[config.mk]
export PLATFORM = sky130hd
export DESIGN_NAME = simon_key_schedule_seq
export DESIGN_NICKNAME = d
export VERILOG_FILES = /design/src/rtl/simon_key_schedule_seq.sv
export SDC_FILE = /design/constraint.sdc
export NUM_CORES = 1
export LEC_CHECK = 0
export ABC_AREA = 1
export ABC_CLOCK_PERIOD_IN_PS = 3200
export CAP_MARGIN = 5
export CELL_PAD_IN_SITES_DETAIL_PLACEMENT = 0
export CELL_PAD_IN_SITES_GLOBAL_PLACEMENT = 2
export CORE_ASPECT_RATIO = 1.75
export CORE_UTILIZATION = 29
export DETAILED_ROUTE_END_ITERATION = 6
export PLACE_DENSITY = 0.91
export SETUP_SLACK_MARGIN = 0.5
export SLEW_MARGIN = 10
export SYNTH_ARGS = -nofsm -noshare
export SYNTH_HDL_FRONTEND = slang
export SYNTH_SLANG_ARGS = --single-unit
export TNS_END_PERCENT = 10
[constraint.sdc]
create_clock -name clk -period 3.2 [get_ports clk]
set_clock_uncertainty 0.05 [all_clocks]
set_input_delay 0.48 -clock clk [delete_from_list [all_inputs] [get_ports clk]]
set_output_delay 0.48 -clock clk [all_outputs]
set_load 0.005 [all_outputs]
[src/rtl/simon_key_schedule_seq.sv]
// SIMON key schedule, sequential: emits one round key per cycle from an M-word sliding window.
// Optional feature: define SIMON_KEY_CACHE_EN to add a T x N round-key cache that replays the
// schedule when the same master key is requested again.
module simon_key_schedule_seq #(
    parameter int unsigned N = 16,
    parameter int unsigned M = 4,
    parameter int unsigned T = 32,
    parameter int unsigned C = 5
) (
    input  logic             clk,
    input  logic             R,
    input  logic             newKey,
    input  logic [M*N-1:0]   key,
    input  logic             adv,
    output logic             ldKey,
    output logic [N-1:0]     rKey,
    output logic [C-1:0]     count,
    output logic             keyValid,
    output logic             doneKey,
    output logic             keyCached
);

    typedef enum logic [1:0] {StIdle, StRun, StDone} state_e;

    // z0 sequence, bit for index i sits at position 61-i
    localparam logic [61:0] Z0 = 62'b11111010001001010110000111001101111101000100101011000011100110;

    function automatic logic [N-1:0] ror(input logic [N-1:0] x, input int unsigned s);
        ror = (x >> s) | (x << (N - s));
    endfunction

    state_e         state_q, state_d;
    logic [C-1:0]   count_q, count_d;
    logic           ld_q, ld_d;
    logic [N-1:0]   w_q [M];
    logic [N-1:0]   w_d [M];
    logic [N-1:0]   tmp, new_word;
    logic [5:0]     zidx;
    logic           zbit;
    logic           last;
    logic           shift_en;

`ifdef SIMON_KEY_CACHE_EN
    logic [N-1:0]   cache_q [T];
    logic [N-1:0]   cache_d [T];
    logic [M*N-1:0] master_q, master_d;
    logic           cached_q, cached_d;
    logic           replay_q, replay_d;

    // Cache bookkeeping: refill on a new key, replay on a matching key
    always_comb begin
        cache_d  = cache_q;
        master_d = master_q;
        cached_d = cached_q;
        replay_d = replay_q;
        if (state_q == StRun && !replay_q) begin
            cache_d[count_q] = w_q[0];
        end
        if (newKey) begin
            if (cached_q && key == master_q) begin
                replay_d = 1'b1;
            end else begin
                replay_d = 1'b0;
                cached_d = 1'b0;
                master_d = key;
            end
        end else if (state_q == StRun && adv && last) begin
            cached_d = 1'b1;
        end
    end

    // Cache state registers
    always_ff @(posedge clk) begin
        if (R) begin
            master_q <= '0;
            cached_q <= 1'b0;
            replay_q <= 1'b0;
            for (int i = 0; i < int'(T); i++) cache_q[i] <= '0;
        end else begin
            master_q <= master_d;
            cached_q <= cached_d;
            replay_q <= replay_d;
            cache_q  <= cache_d;
        end
    end

    assign shift_en  = !replay_q;
    assign keyCached = cached_q;
    assign rKey      = replay_q ? cache_q[count_q] : w_q[0];
`else
    assign shift_en  = 1'b1;
    assign keyCached = 1'b0;
    assign rKey      = w_q[0];
`endif

    // Next window word k[count+M] from the current window
    always_comb begin
        tmp = ror(w_q[M-1], 3);
        if (M == 4) tmp = tmp ^ w_q[1];
        zidx     = 6'(32'(count_q) % 32'd62);
        zbit     = Z0[6'd61 - zidx];
        new_word = ~w_q[0] ^ tmp ^ ror(tmp, 1) ^ N'(32'd3) ^ {{(N-1){1'b0}}, zbit};
    end

    assign last = (count_q == C'(T - 1));

    // FSM next state, window and counter update; newKey outranks adv
    always_comb begin
        state_d = state_q;
        count_d = count_q;
        ld_d    = 1'b0;
        w_d     = w_q;
        if (newKey) begin
            state_d = StRun;
            count_d = '0;
            ld_d    = 1'b1;
            for (int j = 0; j < int'(M); j++) w_d[j] = key[j*N +: N];
        end else if (state_q == StRun && adv) begin
            if (last) begin
                state_d = StDone;
            end else begin
                count_d = count_q + 1'b1;
                if (shift_en) begin
                    for (int j = 0; j < int'(M) - 1; j++) w_d[j] = w_q[j+1];
                    w_d[M-1] = new_word;
                end
            end
        end
    end

    // State registers with synchronous reset
    always_ff @(posedge clk) begin
        if (R) begin
            state_q <= StIdle;
            count_q <= '0;
            ld_q    <= 1'b0;
            for (int j = 0; j < int'(M); j++) w_q[j] <= '0;
        end else begin
            state_q <= state_d;
            count_q <= count_d;
            ld_q    <= ld_d;
            w_q     <= w_d;
        end
    end

    assign ldKey    = ld_q;
    assign count    = count_q;
    assign keyValid = (state_q == StRun);
    assign doneKey  = (state_q == StDone);

endmodule
==> key figures <==
Run
  – Max cap viols: 0

Timing
  – TNS Setup: 0 ps
  – Period utilization: 73.5%
  – Slew Limit Fails: 0
  – Worst-margin pin slew: 579 ps
  – Final worst slack: 848 ps
  – Rel. slew slack: 61.4%
  – Final Hold Viols: 0
  – Unrepaired setup endpoints after global routing: no
  – Fmax: 0.425 GHz
  – Min Tclk post-route: 2350 ps
  – Final setup violation count: 0

Clock network
  – Clk_lat worst skew: 330 ps
  – TritonCTS clock tree: built
  – Maximum clock path buffer count: 2
  – Post-CTS Setup Bufs: 0
  – # H-tree levels: 3
  – Hold_buf cts: 0
  – Clock sink total: 72
  – Resized cells post-CTS: 0
  – Clock transition at path regs: 50 ps
  – Root buf cell: clkbuf_16
  – CTS Buf Count: 9

Setup path
  – Highest fanout seen on the critical path: 32
  – Buf/Inv on CP: 2
  – Crit-path leading delay family: simple AND/OR/NAND/NOR gates
  – Critical path depth: 9
  – Critical Path Start: count[1]$_SDFFE_PP0P_
  – Worst Path Arrival: 2560 ps
  – CP Data Required Time: 3410 ps
  – Worst reg2reg startpoint: count[1]$_SDFFE_PP0P_
  – WS Path Type: flop to flop
  – CP Launch Type: flop
  – CP peak stage delay: 510 ps
  – Reg-to-Reg End: rKey[10]$_SDFFE_PP0P_
  – CP endpoint: rKey[10]$_SDFFE_PP0P_
  – Worst path most repeated cell: ha_1
  – Worst Setup End Kind: flop
  – Crit-path cells: ha_1, inv_1, nor3_1, ha_1, nor2_8, nor2_4, buf_6, nand2_1, a31oi_1
  – Crit path max-delay cell type: dfxtp_1
  – R2R depth: 9
  – Setup slack, reg-to-reg: 850 ps

Drt
  – Routed Antenna Nets: 0
  – DR vias/cell: 4.54
  – Routed vias: 3,500
  – Residual DRC: 0
  – Drt first pass iters: 4
  – Wirelength per Cell: 13.4 um
  – DR iter-0 viols: 183
  – Total Wirelength: 10,300 um

Global routing
  – First-pass GRT wire length: 16,800 um
  – Antenna violations before repair: 0
  – Number of global-route vias before repair: 3,505
  – GRT Util Overall: 16.0%
  – Largest net degree at the start of global routing: 47
  – GR Overflow Total: 0

Floorplan
  – Die X: 89.0 um
  – Initial Utilization: 29.7%
  – Row Count: 55
  – Die ar.: 13,700 um2
  – Core Box Area: 12,900 um2
  – Die extent in y: 154 um
  – Ports: 93

Synthesis
  – Cell taking the most area after synthesis: dfxtp_1
  – Synth cell types: 25
  – Synth Warn #: 0
  – Sequential fraction of the synthesis area: 37.6%
  – Ranking of synthesized cells by area: dfxtp_1 (38%), nand2_1 (23%), a31oi_1 (9.1%)
  – #FFs+latches synth: 72
  – Mapped Nets: 612
  – Top-area cell type share of the netlist area: 37.6%
  – Synthesized instance count: 535
  – Avg Cell Area, Syn: 7.17 um2
  – Mapped cell area: 3840 um2

Placed design
  – Final Wtd Congestion: 0.831
  – Place WS: 734 ps
  – IO buf count: 91
  – DP HPWL: 7670 um

Worst hold path
  – HP Class: flop to flop
  – Min-delay src: w_q[17]$_SDFFE_PP0P_

Final layout
  – Area grow syn2layout: 30.5%
  – Final nets: 673
  – N_diodes: 0
  – Layout cells sized above 1: 4.17%

Pwr
  – Worst vdd ir: 216 uV
  – P_leak: 0.00185 uW
  – Pwr dens: 465 nW/um2

Run status
  – Outcome: finished, final reports clean
==> worst min path at each step <==
stage                           endpoint  slack (ps)  cells after the start
CTS                 w_q[25]$_SDFFE_PP0P_         430                      2
finish              w_q[33]$_SDFFE_PP0P_         420                      2
global route        w_q[34]$_SDFFE_PP0P_         450                      2
global placement    w_q[29]$_SDFFE_PP0P_         400                      2
floorplan           w_q[25]$_SDFFE_PP0P_         390                      2
detailed placement  w_q[25]$_SDFFE_PP0P_         420                      2
==> tightest hold or removal path, cell delays in order (launching register included) <==
cell and delay, ps:
dfxtp_1 300, nand2_1 60, a31oi_1 60
==> routing by layer <==
layer / up-vias / wire length [um] / part of all wire [%] / GRT usage (%)
li1: 1836 / - / - / -
met1: 1573 / 4300 / 42 / 18.3
met2: 75 / 5360 / 52 / 28.1
met3: 16 / 396 / 3.8 / 3.47
met4: 0 / 252 / 2.4 / 6.50
met5: - / 0 / 0 / 0
==> sequential cells by signal (all words and copies together), names as in the netlist <==
register  count
count         5
ldKey         1
rKey         16
state_q       2
w_q          48
==> area by class of cell <==
class	instances	area (um2)
Multi-Input combinational cell	393	2040
Inverter	24	90.1
Clock buffer	15	268
Sequential cell	72	1440
Tap cell	171	214
Fill cell	1453	7930
Timing Repair Buffer	96	955
==> cells in the final DEF (no fill, tap or decap), types with 2 or more instances in the layout <==
| cell | count |
|---|---|
| nand2_1 | 233 |
| clkdlybuf4s50_1 | 89 |
| dfxtp_1 | 72 |
| a31oi_1 | 56 |
| xnor2_1 | 29 |
| inv_1 | 22 |
| xor2_1 | 16 |
| a21oi_1 | 12 |
| ha_1 | 9 |
| clkbuf_16 | 9 |
| nor2_1 | 8 |
| a22oi_1 | 8 |
| nand3_1 | 7 |
| o21ai_0 | 5 |
| clkbuf_1 | 4 |
| buf_4 | 3 |
| inv_2 | 2 |
| nor2_4 | 2 |
| nor2_8 | 2 |
| clkbuf_8 | 2 |
| buf_2 | 2 |
==> synthesized netlist by cell type (all sizes together) <==
cell type,n
a22oi,8
a21boi,1
a21oi,12
ha,9
nor2,12
dfxtp,72
nor3,1
clkbuf,14
nand3,7
nand4,1
conb,1
buf,32
xor2,16
o21ai,5
inv,24
nand3b,1
nand2,234
a31oi,56
xnor2,29
==> power by group <==
| part | internal, uW | switching, uW |
|---|---|---|
| logic | 216 | 199 |
| clock network | 564 | 347 |
| registers | 953 | 51.8 |
| total | 1730 | 598 |
==> metrics by stage <==
stage          instances  total power, uW  hold slack [ps]  utilization (%)  area (um2)
3_3_place_gp         756             1440              405             36.6        4740
6_report             771             2330              423             38.7        5010
3_5_place_dp         756             1440              418             36.6        4740
4_1_cts              771             2360              426             38.7        5000
5_1_grt              771             2440              445             38.7        5010
2_1_floorplan        535             1280              394                -        3840
==> logic make-up (layout without fill, tap and decap cells) <==
group / count (synthesis) / in the layout / share of synthesized area, %
AO/OA/AOI/OAI: 82 / 82 / 13.1
XOR/XNOR: 45 / 45 / 10.3
adder cells (fa/ha/maj): 9 / 9 / 2.93
buffers and inverters: 70 / 135 / 9.39
flip-flops: 72 / 72 / 37.6
other: 1 / 1 / 0.0977
AND/OR/NAND/NOR: 256 / 256 / 26.6
Note: power is estimated with default switching activity, not from simulation.
==> RTL edit 1: new RTL, config.mk and constraints unchanged <==
Encoding of `state_e`: now one-hot (3 bits for 3 states).
--- a/src/rtl/simon_key_schedule_seq.sv
+++ b/src/rtl/simon_key_schedule_seq.sv
@@ -20,7 +20,7 @@
     output logic             keyCached
 );
 
-    typedef enum logic [1:0] {StIdle, StRun, StDone} state_e;
+    typedef enum logic [2:0] {StIdle = 3'b001, StRun = 3'b010, StDone = 3'b100} state_e;
 
     // z0 sequence, bit for index i sits at position 61-i
     localparam logic [61:0] Z0 = 62'b11111010001001010110000111001101111101000100101011000011100110;
Function: no difference found for any inputs over 4 cycles, from zero or initial values; so few cycles prove little.
==> RTL edit 1 against the original RTL <==
Worst setup slack worse by 95 ps; non-clock buffer count up 2; design area grew 5.5%; global-route usage rose by 0.68 points; hold slack got worse by 5.9 ps; routed wire length increased by 13%; sequential cell count grew 1; count of clock-buffer cells in the layout fell by 4; first-iteration DRC count grew 44%; synthesized area up 6.5%; via count increased by 9.4%; power fell by 0.34%; fmax shrank 3.9%; critical endpoint is now w_q[0]; largest cell class unchanged.
==> RTL edit 1: results (changes against the original RTL) <==
- Status: finished clean (unchanged)
- Worst rel slew slack: 53.86% (was 61.39%)
- P_int: 1.714 mW (was 1.733 mW)
- Biggest register: w_q (unchanged)
- Non-clock buffer instance count of the final layout: 98 (was 96)
- Post-Synthesis Cells: 594 (was 535)
- Synth cell types: 31 (was 25)
- Storage element area: 0.001461 mm2 (was 0.001441 mm2)
- Multi-input gates: 425 (was 393)
- Nets: 735 (was 673)
- R2R setup slack: 750 ps (was 850 ps)
- Multi-input logic area: 0.002146 mm2 (was 0.002041 mm2)
- Tapcells: 177 (was 171)
- Slowest-stage cell, CP: nor2_8 (was dfxtp_1)
- Sequential share of the synthesized area: 35.76% (was 37.56%)
- Post-synthesis xor/xnor area fraction: 6.859% (was 10.27%)
- Inverters: 51 (was 24)
- Finished Layout Cells: 840 (was 771)
- Clock power share: 40.5% (was 39.1%)
- R2R Path End: w_q[0] (was rKey[10])
- Routability cong.: 0.8157 (was 0.8306)
- Clk cell area share: 5.349% (was 5.346%)
- Hold path startpoint: w_q[24] (was w_q[17])
- FFs & Latches: 73 (was 72)
- Compound-gate portion of the synthesized area: 12.92% (was 13.11%)
- Fillcell total: 1470 (was 1453)
- Half-perimeter wire length after placement: 8752 um (was 7669 um)
- Ant. Diodes: 0 (unchanged)
- Worst R2R Path Depth: 11 (was 9)
- Routed WL: 11690 um (was 10310 um)
- Pwr per Cell Area: 439.5 mW/mm2 (was 465.5 mW/mm2)
- CTS Buffer Depth: 2 (unchanged)
- Max VDD drop: 0.2244 mV (was 0.2155 mV)
- Max stage delay on crit path: 380 ps (was 510 ps)
- CP Max Fanout: 33 (was 32)
- Leading post-synthesis cells by cell area: dfxtp_1, nand2_1, a31oi_1 (unchanged)
- Worst r2r src: count[0] (was count[1])
- Placement Cell Area: 0.004997 mm2 (was 0.004737 mm2)
- Layout cells sized above 1: 6.184% (was 4.167%)
- Synth cell count leaders: nand2_1, dfxtp_1, a31oi_1 (unchanged)
- Hold Slack: 417.2 ps (was 423.1 ps)
- Drt initial violations: 263 (was 183)
- Largest net degree at the start of global routing: 42 (was 47)
- Post-Synth Adder-Cell Area: 2.756% (was 2.934%)
- Signal buf overhead: 18.51% (was 19.06%)
- Global-route wire length before repair: 19050 um (was 16790 um)
- Vias: 3828 (was 3500)
- Gr usage total: 16.67% (was 15.99%)
- Static Leakage: 2.053 nW (was 1.850 nW)
- Synth Net Count: 671 (was 612)
- Crit path arrival time: 2660 ps (was 2560 ps)
- Hold EP: w_q[24] (was w_q[33])
- Clock buf count: 11 (was 15)
- CTS root buf: clkbuf_16 (unchanged)
- Combinational power: 0.374 mW (was 0.416 mW)
- Placed Cells: 823 (was 756)
==> RTL edit 1: through the flow <==
stage | setup slack (ps) | power, mW
detailed placement | 651.6 | 1.404
global route | 594.6 | 2.433
finish | 752.4 | 2.323
CTS | 638.4 | 2.348
floorplan | 1263 | 1.245
global placement | 769.2 | 1.398
==> RTL edit 1: metal layers <==
layer  GRT usage, %  routed length, um  part of all wire (%)  up-vias
met2          28.91               6103                    52       84
li1               -                  -                     -     1997
met4          7.031                223                   1.9        0
met5              0                  0                     0        -
met1          20.39               5010                    43     1732
met3          2.340                354                   3.0       15
==> RTL edit 1: worst register-to-register path, cell delays in order (launching register included) <==
cell,delay (ps)
dfxtp_1,310
buf_4,160
ha_1,210
inv_1,90
nor3_1,50
ha_1,250
nor2_8,250
inv_6,80
nor2_8,380
buf_12,260
nand3_2,140
a21oi_2,150
==> RTL edit 2: new RTL, same settings <==
Made on the original files. Set the parameter `M` to 8 (it was 4).
--- a/src/rtl/simon_key_schedule_seq.sv
+++ b/src/rtl/simon_key_schedule_seq.sv
@@ -3,7 +3,7 @@
 // schedule when the same master key is requested again.
 module simon_key_schedule_seq #(
     parameter int unsigned N = 16,
-    parameter int unsigned M = 4,
+    parameter int unsigned M = 8,
     parameter int unsigned T = 32,
     parameter int unsigned C = 5
 ) (
Ports: changed (resized key); port bits go from 93 to 157. The function was not compared with the original's and may differ.
==> RTL edit 2 against the original RTL <==
Design area grew 69%; highest routed layer unchanged; global-route usage grew 3.8 points; sequential share of layout area grew 3.4 points; worst setup slack lost 58 ps; power grew 100%; sequential cell count grew 64; synthesized area grew 62%; critical path depth grew 1; largest power group is now the clock network; clock power grew 150%; utilization grew 1.7 points; routed wire length grew 110%; first-iteration DRC count grew 140%.
==> RTL edit 2: results (changes against the original RTL) <==
- Max stage delay on crit path: 400 ps (was 510 ps)
- Global-route wire length before repair: 32510 um (was 16790 um)
- Via density per instance: 4.894 (was 4.540)
- Delay-heaviest family, CP: buffers and inverters (was simple AND/OR/NAND/NOR gates)
- DR pass1 iterations: 5 (was 4)
- Crit path arrival time: 2700 ps (was 2560 ps)
- Total CTS buffers: 17 (was 9)
- Nets: 1098 (was 673)
- Post-synthesis xor/xnor area fraction: 3.948% (was 10.27%)
- Worst Hold Class: primary input to register (was register to register)
- Synth cell count leaders: nand2_1, dfxtp_1, a31oi_1 (unchanged)
- Met1 Routed Length: 8360 um (was 4296 um)
- CP Max Fanout: 79 (was 32)
- M1 GR Usage: 21.64% (was 18.30%)
- Worst-path clk slew: 60 ps
- Drt initial violations: 443 (was 183)
- # port buffers: 155 (was 91)
- Gr usage total: 19.81% (was 15.99%)
- Grt met3 use: 2.824% (was 3.469%)
- Max VDD drop: 0.2427 mV (was 0.2155 mV)
- Layout cells sized above 1: 5.052% (was 4.167%)
- Power Clock: 2.27 mW (was 0.911 mW)
- Routed length on met3: 687 um (was 396 um)
- Compound-gate portion of the synthesized area: 17.93% (was 13.11%)
- Synth Net Count: 991 (was 612)
- Leading post-synthesis cells by cell area: dfxtp_1, nand2_1, a31oi_1 (unchanged)
- Met2 Usage GRT: 36.99% (was 28.10%)
- Sequential share of the synthesized area: 43.83% (was 37.56%)
- Placement Cell Area: 0.007780 mm2 (was 0.004737 mm2)
- Routed WL: 21660 um (was 10310 um)
- Synth cell types: 28 (was 25)
- Routability cong.: 0.8519 (was 0.8306)
- Status: finished clean (unchanged)
- H-tree depth reported by CTS: 4 (was 3)
- Worst rel slew slack: 41.95% (was 61.39%)
- Post-Synthesis Cells: 850 (was 535)
- Largest net degree at the start of global routing: 86 (was 47)
- Static Leakage: 3.068 nW (was 1.850 nW)
- Wire length on met2: 11790 um (was 5359 um)
- Placed Cells: 1190 (was 756)
- P_int: 3.597 mW (was 1.733 mW)
- Combinational power: 0.600 mW (was 0.416 mW)
- Hold Crit Depth: 3 (was 2)
- Routed length per instance: 17.72 um (was 13.37 um)
- Clock Latency Late Sink: 420 ps (was 330 ps)
- Number of global-route vias before repair: 5942 (was 3505)
- Half-perimeter wire length after placement: 15780 um (was 7669 um)
## RTL edit 2: worst paths after layout
kind              startpoint      end  slack (ps)
setup / recovery    count[1]  w_q[72]         790
hold / removal        newKey  w_q[21]         390
setup reg to reg    count[1]  w_q[72]         790
hold reg to reg      w_q[95]  w_q[95]         420
## RTL edit 2: metrics by stage
stage | total power, mW | setup WS [ps] | hold WS, ps | util (%)
2_1_floorplan | 2.226 | 1207 | 394.2 | -
3_3_place_gp | 2.537 | 810.5 | 404.6 | 37.17
3_5_place_dp | 2.541 | 778.2 | 406.6 | 37.17
4_1_cts | 4.807 | 785.9 | 374.9 | 40.43
5_1_grt | 4.942 | 572.1 | 422.7 | 40.43
6_report | 4.773 | 789.5 | 392.9 | 40.43
## RTL edit 2: area by class of cell
cell class / count / area (um2)
clock inverters: 14 / 244.0
inverters: 29 / 108.9
fillers: 2177 / 12470
multi-input cells: 610 / 2989
repair buffers: 163 / 1644
well taps: 252 / 315.3
clock buffers: 18 / 439.2
flip-flops and latches: 136 / 2723
